==> config.mk <==
export PLATFORM = sky130hd
export DESIGN_NAME = karatsuba_mult_seq
export DESIGN_NICKNAME = d
export VERILOG_FILES = /design/src/rtl/karatsuba_mult_seq.sv
export SDC_FILE = /design/constraint.sdc
export NUM_CORES = 1
export LEC_CHECK = 0
export CAP_MARGIN = 5
export CORE_MARGIN = 4
export CORE_UTILIZATION = 30
export CTS_CLUSTER_SIZE = 25
export DETAILED_ROUTE_END_ITERATION = 10
export GPL_ROUTABILITY_DRIVEN = 0
export GPL_TIMING_DRIVEN = 0
export HOLD_SLACK_MARGIN = 0.02
export REMOVE_ABC_BUFFERS = 1
export SKIP_CTS_REPAIR_TIMING = 1
export SLEW_MARGIN = 5
export SYNTH_ARGS = -nofsm -noshare
export SYNTH_HDL_FRONTEND = slang
export SYNTH_SLANG_ARGS = --single-unit
==> constraint.sdc <==
create_clock -name clk -period 3.85 [get_ports clk]
set_clock_uncertainty 0.15 [all_clocks]
set_input_delay 1.155 -clock clk [delete_from_list [all_inputs] [get_ports clk]]
set_output_delay 1.155 -clock clk [all_outputs]
set_load 0.005 [all_outputs]
==> src/rtl/karatsuba_mult_seq.sv <==
// Sequential 8x8 unsigned Karatsuba multiplier: three partial products (A, B, M)
// on one time-shared 5x5 shift-add unit, then combined into a 16-bit product.
module karatsuba_mult_seq (
    input  logic        clk,
    input  logic        rst,
    input  logic        in_valid,
    output logic        in_ready,
    input  logic [7:0]  X,
    input  logic [7:0]  Y,
    input  logic [4:0]  D,
    input  logic [4:0]  E,
    output logic        out_valid,
    input  logic        out_ready,
    output logic [15:0] P,
    output logic        factor_err,
    output logic        busy
);

    localparam int DATA_W = 8;
    localparam int COEF_W = 5;
    localparam int ACC_W  = 2 * COEF_W;
    localparam int PROD_W = 2 * DATA_W;

    typedef enum logic [2:0] {
        IDLE    = 3'd0,
        MUL_B   = 3'd1,
        MUL_A   = 3'd2,
        MUL_M   = 3'd3,
        COMBINE = 3'd4,
        DONE    = 3'd5
    } state_t;

    state_t              state;
    logic [DATA_W-1:0]   x_r;
    logic [DATA_W-1:0]   y_r;
    logic [COEF_W-1:0]   d_r;
    logic [COEF_W-1:0]   e_r;
    logic                ferr_r;
    logic [2:0]          step;
    logic [ACC_W-1:0]    acc;
    logic [ACC_W-1:0]    acc_next;
    logic [DATA_W-1:0]   a_r;
    logic [DATA_W-1:0]   b_r;
    logic [ACC_W-1:0]    m_r;
    logic [COEF_W-1:0]   mcand;
    logic [COEF_W-1:0]   mplr;

    // One multiplier bit per call: add the shifted multiplicand when that bit is set.
    function automatic logic [ACC_W-1:0] shift_add_step(
        input logic [ACC_W-1:0]  acc_in,
        input logic [COEF_W-1:0] cand,
        input logic [COEF_W-1:0] plr,
        input logic [2:0]        idx
    );
        logic [ACC_W-1:0] addend;
        addend = plr[idx] ? ({{(ACC_W-COEF_W){1'b0}}, cand} << idx) : '0;
        return acc_in + addend;
    endfunction

    // Karatsuba recombination; C wraps in 10 bits and P wraps in 16 bits by design.
    function automatic logic [PROD_W-1:0] combine_product(
        input logic [DATA_W-1:0] a,
        input logic [DATA_W-1:0] b,
        input logic [ACC_W-1:0]  m
    );
        logic [ACC_W-1:0] c;
        c = m - {2'b00, a} - {2'b00, b};
        return {a, 8'h00} + {2'b00, c, 4'h0} + {8'h00, b};
    endfunction

    function automatic logic factor_mismatch(
        input logic [DATA_W-1:0] v,
        input logic [COEF_W-1:0] f
    );
        logic [COEF_W-1:0] nib_sum;
        nib_sum = {1'b0, v[7:4]} + {1'b0, v[3:0]};
        return f != nib_sum;
    endfunction

    always_comb begin
        mcand = '0;
        mplr  = '0;
        case (state)
            MUL_B: begin
                mcand = {1'b0, x_r[3:0]};
                mplr  = {1'b0, y_r[3:0]};
            end
            MUL_A: begin
                mcand = {1'b0, x_r[7:4]};
                mplr  = {1'b0, y_r[7:4]};
            end
            MUL_M: begin
                mcand = d_r;
                mplr  = e_r;
            end
            default: ;
        endcase
        acc_next = shift_add_step(acc, mcand, mplr, step);
    end

    assign in_ready  = (state == IDLE);
    assign out_valid = (state == DONE);
    assign busy      = (state != IDLE);

    always_ff @(posedge clk) begin
        if (rst) begin
            state      <= IDLE;
            x_r        <= '0;
            y_r        <= '0;
            d_r        <= '0;
            e_r        <= '0;
            ferr_r     <= 1'b0;
            step       <= '0;
            acc        <= '0;
            a_r        <= '0;
            b_r        <= '0;
            m_r        <= '0;
            P          <= '0;
            factor_err <= 1'b0;
        end else begin
            case (state)
                IDLE: begin
                    if (in_valid) begin
                        x_r    <= X;
                        y_r    <= Y;
                        d_r    <= D;
                        e_r    <= E;
                        ferr_r <= factor_mismatch(X, D) | factor_mismatch(Y, E);
                        step   <= '0;
                        acc    <= '0;
                        state  <= MUL_B;
                    end
                end
                MUL_B, MUL_A, MUL_M: begin
                    // Step 4 is the last bit: bank the result and restart the unit.
                    if (step == 3'd4) begin
                        step <= '0;
                        acc  <= '0;
                        case (state)
                            MUL_B: begin
                                b_r   <= acc_next[7:0];
                                state <= MUL_A;
                            end
                            MUL_A: begin
                                a_r   <= acc_next[7:0];
                                state <= MUL_M;
                            end
                            default: begin
                                m_r   <= acc_next;
                                state <= COMBINE;
                            end
                        endcase
                    end else begin
                        step <= step + 3'd1;
                        acc  <= acc_next;
                    end
                end
                COMBINE: begin
                    P          <= combine_product(a_r, b_r, m_r);
                    factor_err <= ferr_r;
                    state      <= DONE;
                end
                DONE: begin
                    if (out_ready) begin
                        state <= IDLE;
                    end
                end
                default: state <= IDLE;
            endcase
        end
    end

endmodule

==> flow_results.org <==
** Layout
- Final instance count without filler cells :: between 900 and 1,000
- Compared with the post-synthesis result, the final layout area differs by 20.26%.
- In the final layout, the share of cells above drive strength 1 is under 10%.
- For this run, the post-layout net count is just over 800.
- The layout has 1,908 filler cells.
- # diodes :: 0
- After routing the design area is between 6000 and 7000 um^2.
- Area taken by multi-input logic gates :: around 3700 um^2
- Area taken by flip-flops and latches :: 1739 um^2

** Global routing
- Total GRT Usage :: 13.61%
- Number of global-route vias before repair :: around 4,800
- The total overflow left after global routing is 0.
- Antenna violations before repair :: 0
- The first global-routing pass estimated approximately 23,000 um of wire.
- Entering global routing, the biggest net connects 57 pins.

** Pwr
- VDD sags by at most 0.2117 mV.
- Internal power comes to between 1.5 and 2 mW.
- Per report_power, the sequential group accounts for between 40% and 50% of the total.
- In this run, the combinational gates consume under 10% of the power.
- Share of total power in the clock network :: 44.0%
- Net switching is approximately 25% of the power.
- Net Switching :: 0.4941 mW
- Power density over cell area :: 297.9 nW/um^2
- Pleak :: 2.483 nW

** Route
- Routed vias/inst :: between 5 and 6
- Residual DRC :: 0
- Number of iterations in the first detailed-routing pass :: 5
- DR iter-0 viols :: roughly 280
- Post-Route WL :: between 10,000 and 15,000 um
- Wire length per cell after detailed routing :: ~14 um
- Across all layers, the routed design uses about 5,000 vias.
- Antenna violation net count after detailed routing :: 0

** Timing
- Final sum of negative setup slack :: 0 ps
- In this run the tightest slew margin relative to its limit is 36.28%.
- Of the available clock period, the critical path in the final layout requires between 90% and 100%.
- Hold timing on the final database bottoms out at a slack of 299.4 ps.
- Setup violations remaining at the end of the flow were counted as 0.
- Maximum clock rate :: between 200 and 300 MHz
- Final Hold Vio Count :: 0
- The worst path needs around 3700 ps of the cycle, external delays included.
- Measured slew at the worst slew-check pin :: 955.8 ps
- Count of final max-slew check failures :: 0

** Die
- Count of standard-cell rows :: roughly 50
- The die covers about 21,000 um^2.
- Once the floorplan was initialized, standard cells occupied between 30% and 40% of the core.
- The die is 144.6 um tall.
- From left edge to right edge, the die measures 144.6 um.
- After floorplanning, the core was sized to cover around 18,000 um^2.
- Number of I/O pins :: 50

** Synthesis
- FF+latch count, synth :: between 80 and 90
- Yosys printed 0 warnings.
- The most common cell in the synthesized netlist is sky130_fd_sc_hd__nand2_1.
- Portion of synthesized cell area occupied by the leading cell type :: around 31%
- Count of flip-flops with a built-in enable after synthesis :: 0
- By area the synthesized netlist is led by sky130_fd_sc_hd__dfxtp_1 31%, sky130_fd_sc_hd__ha_1 8.9%, sky130_fd_sc_hd__nand2_1 8.3%.
- Cell accounting for the most synthesized area :: sky130_fd_sc_hd__dfxtp_1
- Asr flop ratio synth :: 0%
- Syn Std Cell Area :: approximately 5600 um^2
- Synthesis produced a netlist whose cell count is 710.
- Top cells by instance count after synthesis :: 124 x sky130_fd_sc_hd__nand2_1, 86 x sky130_fd_sc_hd__dfxtp_1, 80 x sky130_fd_sc_hd__a21oi_1, 45 x sky130_fd_sc_hd__nor2_1, 41 x sky130_fd_sc_hd__inv_1
- Sequential-to-total area share from yosys stat :: just over 30%
- The number of different library cells used by synthesis comes to 68.
- Post-Synthesis Mean Instance Area :: around 8 um^2
- Most used flip-flop cell after synthesis :: sky130_fd_sc_hd__dfxtp_1

** Critical path
- Critical Path End Type :: flip-flop
- Worst setup path startpoint :: a_r[0]$_SDFFE_PP0P_
- Worst setup endpoint :: P[15]$_SDFFE_PP0P_
- For flop-to-flop paths, the worst setup slack is ~120 ps.
- Required time worst endpoint :: about 3900 ps
- Destination of the worst register-to-register timing path :: P[15]$_SDFFE_PP0P_
- In this run the worst path has a maximum fanout of 3.
- Worst Reg2Reg Path Length in Cells :: 15
- The worst setup path is of the flip-flop to flip-flop kind.
- At the worst endpoint, the arrival time is around 3800 ps.
- Kind of start point of the critical path :: flip-flop
- Startpoint of the lowest-slack register-to-register path :: a_r[0]$_SDFFE_PP0P_

** Outcome
- Run status :: finished, final reports clean

** Clocking
- Maximum clock insertion buffer count :: 2
- Htree depth :: 3
- Clock root cell :: sky130_fd_sc_hd__clkbuf_16
- TritonCTS created 9 clock buffers.
- Worst-path clk slew :: roughly 70 ps
- Worst skew pair latency :: 340 ps
- The clock net in this run drives a total of 86 sinks.
- TritonCTS built the clock tree.

** Placement
- Number of placed cells counting well taps :: between 900 and 1,000
- During placement, the flow inserted port buffers numbering ~50.
- Final HPWL DP :: 10,070 um
- Instance area after placement :: 6241 um^2

** Flow run
- Max-cap violation count :: 0

** Worst hold path
- The path class of the tightest hold or removal check is flip-flop to flip-flop.
==> stage by stage <==
step           power, mW  util, %  setup WS (ps)
6_report           2.007    37.12          123.0
4_1_cts            2.033    36.03         -740.6
3_3_place_gp       1.142    34.25          -2251
3_5_place_dp       1.145    34.39         -708.7
5_1_grt            2.093    37.12         -30.85
2_1_floorplan      1.052        -          239.7
==> area by class of cell <==
type | count | share of cell area, %
multi-input cells | 547 | 54.79
flip-flops and latches | 86 | 25.82
inverters | 41 | 2.285
well taps | 229 | 4.253
repair buffers | 57 | 8.432
clock inverters | 5 | 0.8730
clock buffers | 10 | 3.548
==> power groups by stage <==
stage	logic, mW	clock network, mW	registers (mW)
after floorplan	0.111	0	0.941
after global placement	0.195	0	0.946
after detailed placement	0.198	0	0.947
after CTS	0.199	0.907	0.927
after global routing	0.224	0.941	0.928
final	0.198	0.884	0.925
==> sequential cells by signal, indices dropped and copies added (netlist names) <==
register	cells
P	16
acc	10
m_r	10
a_r	8
b_r	8
x_r	8
y_r	8
d_r	5
e_r	5
state	3
step	3
factor_err	1
ferr_r	1
==> cells by family after synthesis <==
logic type,count (synthesis),synth area share (%)
AO/OA/AOI/OAI,191,21.58
buffers and inverters,77,5.651
AND/OR/NAND/NOR,263,21.93
XOR/XNOR,28,4.378
flip-flops,86,30.73
adder cells (fa/ha/maj),52,13.22
multiplexers,13,2.502
==> worst max-delay path: stages, from the launching register on <==
cell	delay, ps
sky130_fd_sc_hd__dfxtp_4	370
sky130_fd_sc_hd__inv_1	60
sky130_fd_sc_hd__fa_1	570
sky130_fd_sc_hd__inv_1	50
sky130_fd_sc_hd__ha_1	170
sky130_fd_sc_hd__o21a_1	190
sky130_fd_sc_hd__o211ai_1	310
sky130_fd_sc_hd__nand2_1	110
sky130_fd_sc_hd__a21oi_2	170
sky130_fd_sc_hd__xnor2_2	80
sky130_fd_sc_hd__ha_2	360
sky130_fd_sc_hd__nor3_1	70
sky130_fd_sc_hd__or4_1	510
sky130_fd_sc_hd__o211ai_1	150
sky130_fd_sc_hd__mux2i_1	240
sky130_fd_sc_hd__nor3_1	60
==> layer usage <==
metal | GRT usage [%] | vias to the layer above | wire, um
met4 | 4.026 | 0 | 216
met5 | 0 | - | 0
met1 | 18.35 | 2341 | 6682
met3 | 3.009 | 17 | 582
met2 | 21.87 | 95 | 6350
li1 | - | 2567 | -
==> how the worst min path moves through the flow <==
stage / start / endpoint / depth (start not counted)
after global placement: P[8]$_SDFFE_PP0P_ / P[8]$_SDFFE_PP0P_ / 2
final: P[7]$_SDFFE_PP0P_ / P[7]$_SDFFE_PP0P_ / 2
after detailed placement: y_r[3]$_SDFFE_PP0P_ / y_r[3]$_SDFFE_PP0P_ / 2
after global routing: x_r[0]$_SDFFE_PP0P_ / x_r[0]$_SDFFE_PP0P_ / 2
after floorplan: ferr_r$_SDFFE_PP0P_ / factor_err$_SDFFE_PP0P_ / 2
after CTS: y_r[3]$_SDFFE_PP0P_ / y_r[3]$_SDFFE_PP0P_ / 2
==> placed cells by master, fill, tap and decap left out, types with 6 or more instances in the layout <==
cell	netlist	routed
sky130_fd_sc_hd__clkdlybuf4s50_1	0	48
sky130_fd_sc_hd__xnor2_1	17	16
sky130_fd_sc_hd__mux2_1	6	6
sky130_fd_sc_hd__a22oi_1	11	11
sky130_fd_sc_hd__a211oi_1	12	10
sky130_fd_sc_hd__fa_1	12	12
sky130_fd_sc_hd__clkbuf_16	0	9
sky130_fd_sc_hd__nor2_1	45	45
sky130_fd_sc_hd__dfxtp_1	86	78
sky130_fd_sc_hd__inv_1	41	41
sky130_fd_sc_hd__o31ai_1	8	8
sky130_fd_sc_hd__nand2_1	124	124
sky130_fd_sc_hd__ha_1	40	35
sky130_fd_sc_hd__a21o_1	8	8
sky130_fd_sc_hd__a21oi_1	80	78
sky130_fd_sc_hd__o21ai_0	27	25
sky130_fd_sc_hd__xor2_1	11	11
sky130_fd_sc_hd__nor3_1	13	12
sky130_fd_sc_hd__nand3_1	26	25
sky130_fd_sc_hd__buf_4	1	8
Power figures use the tool's default switching activity.
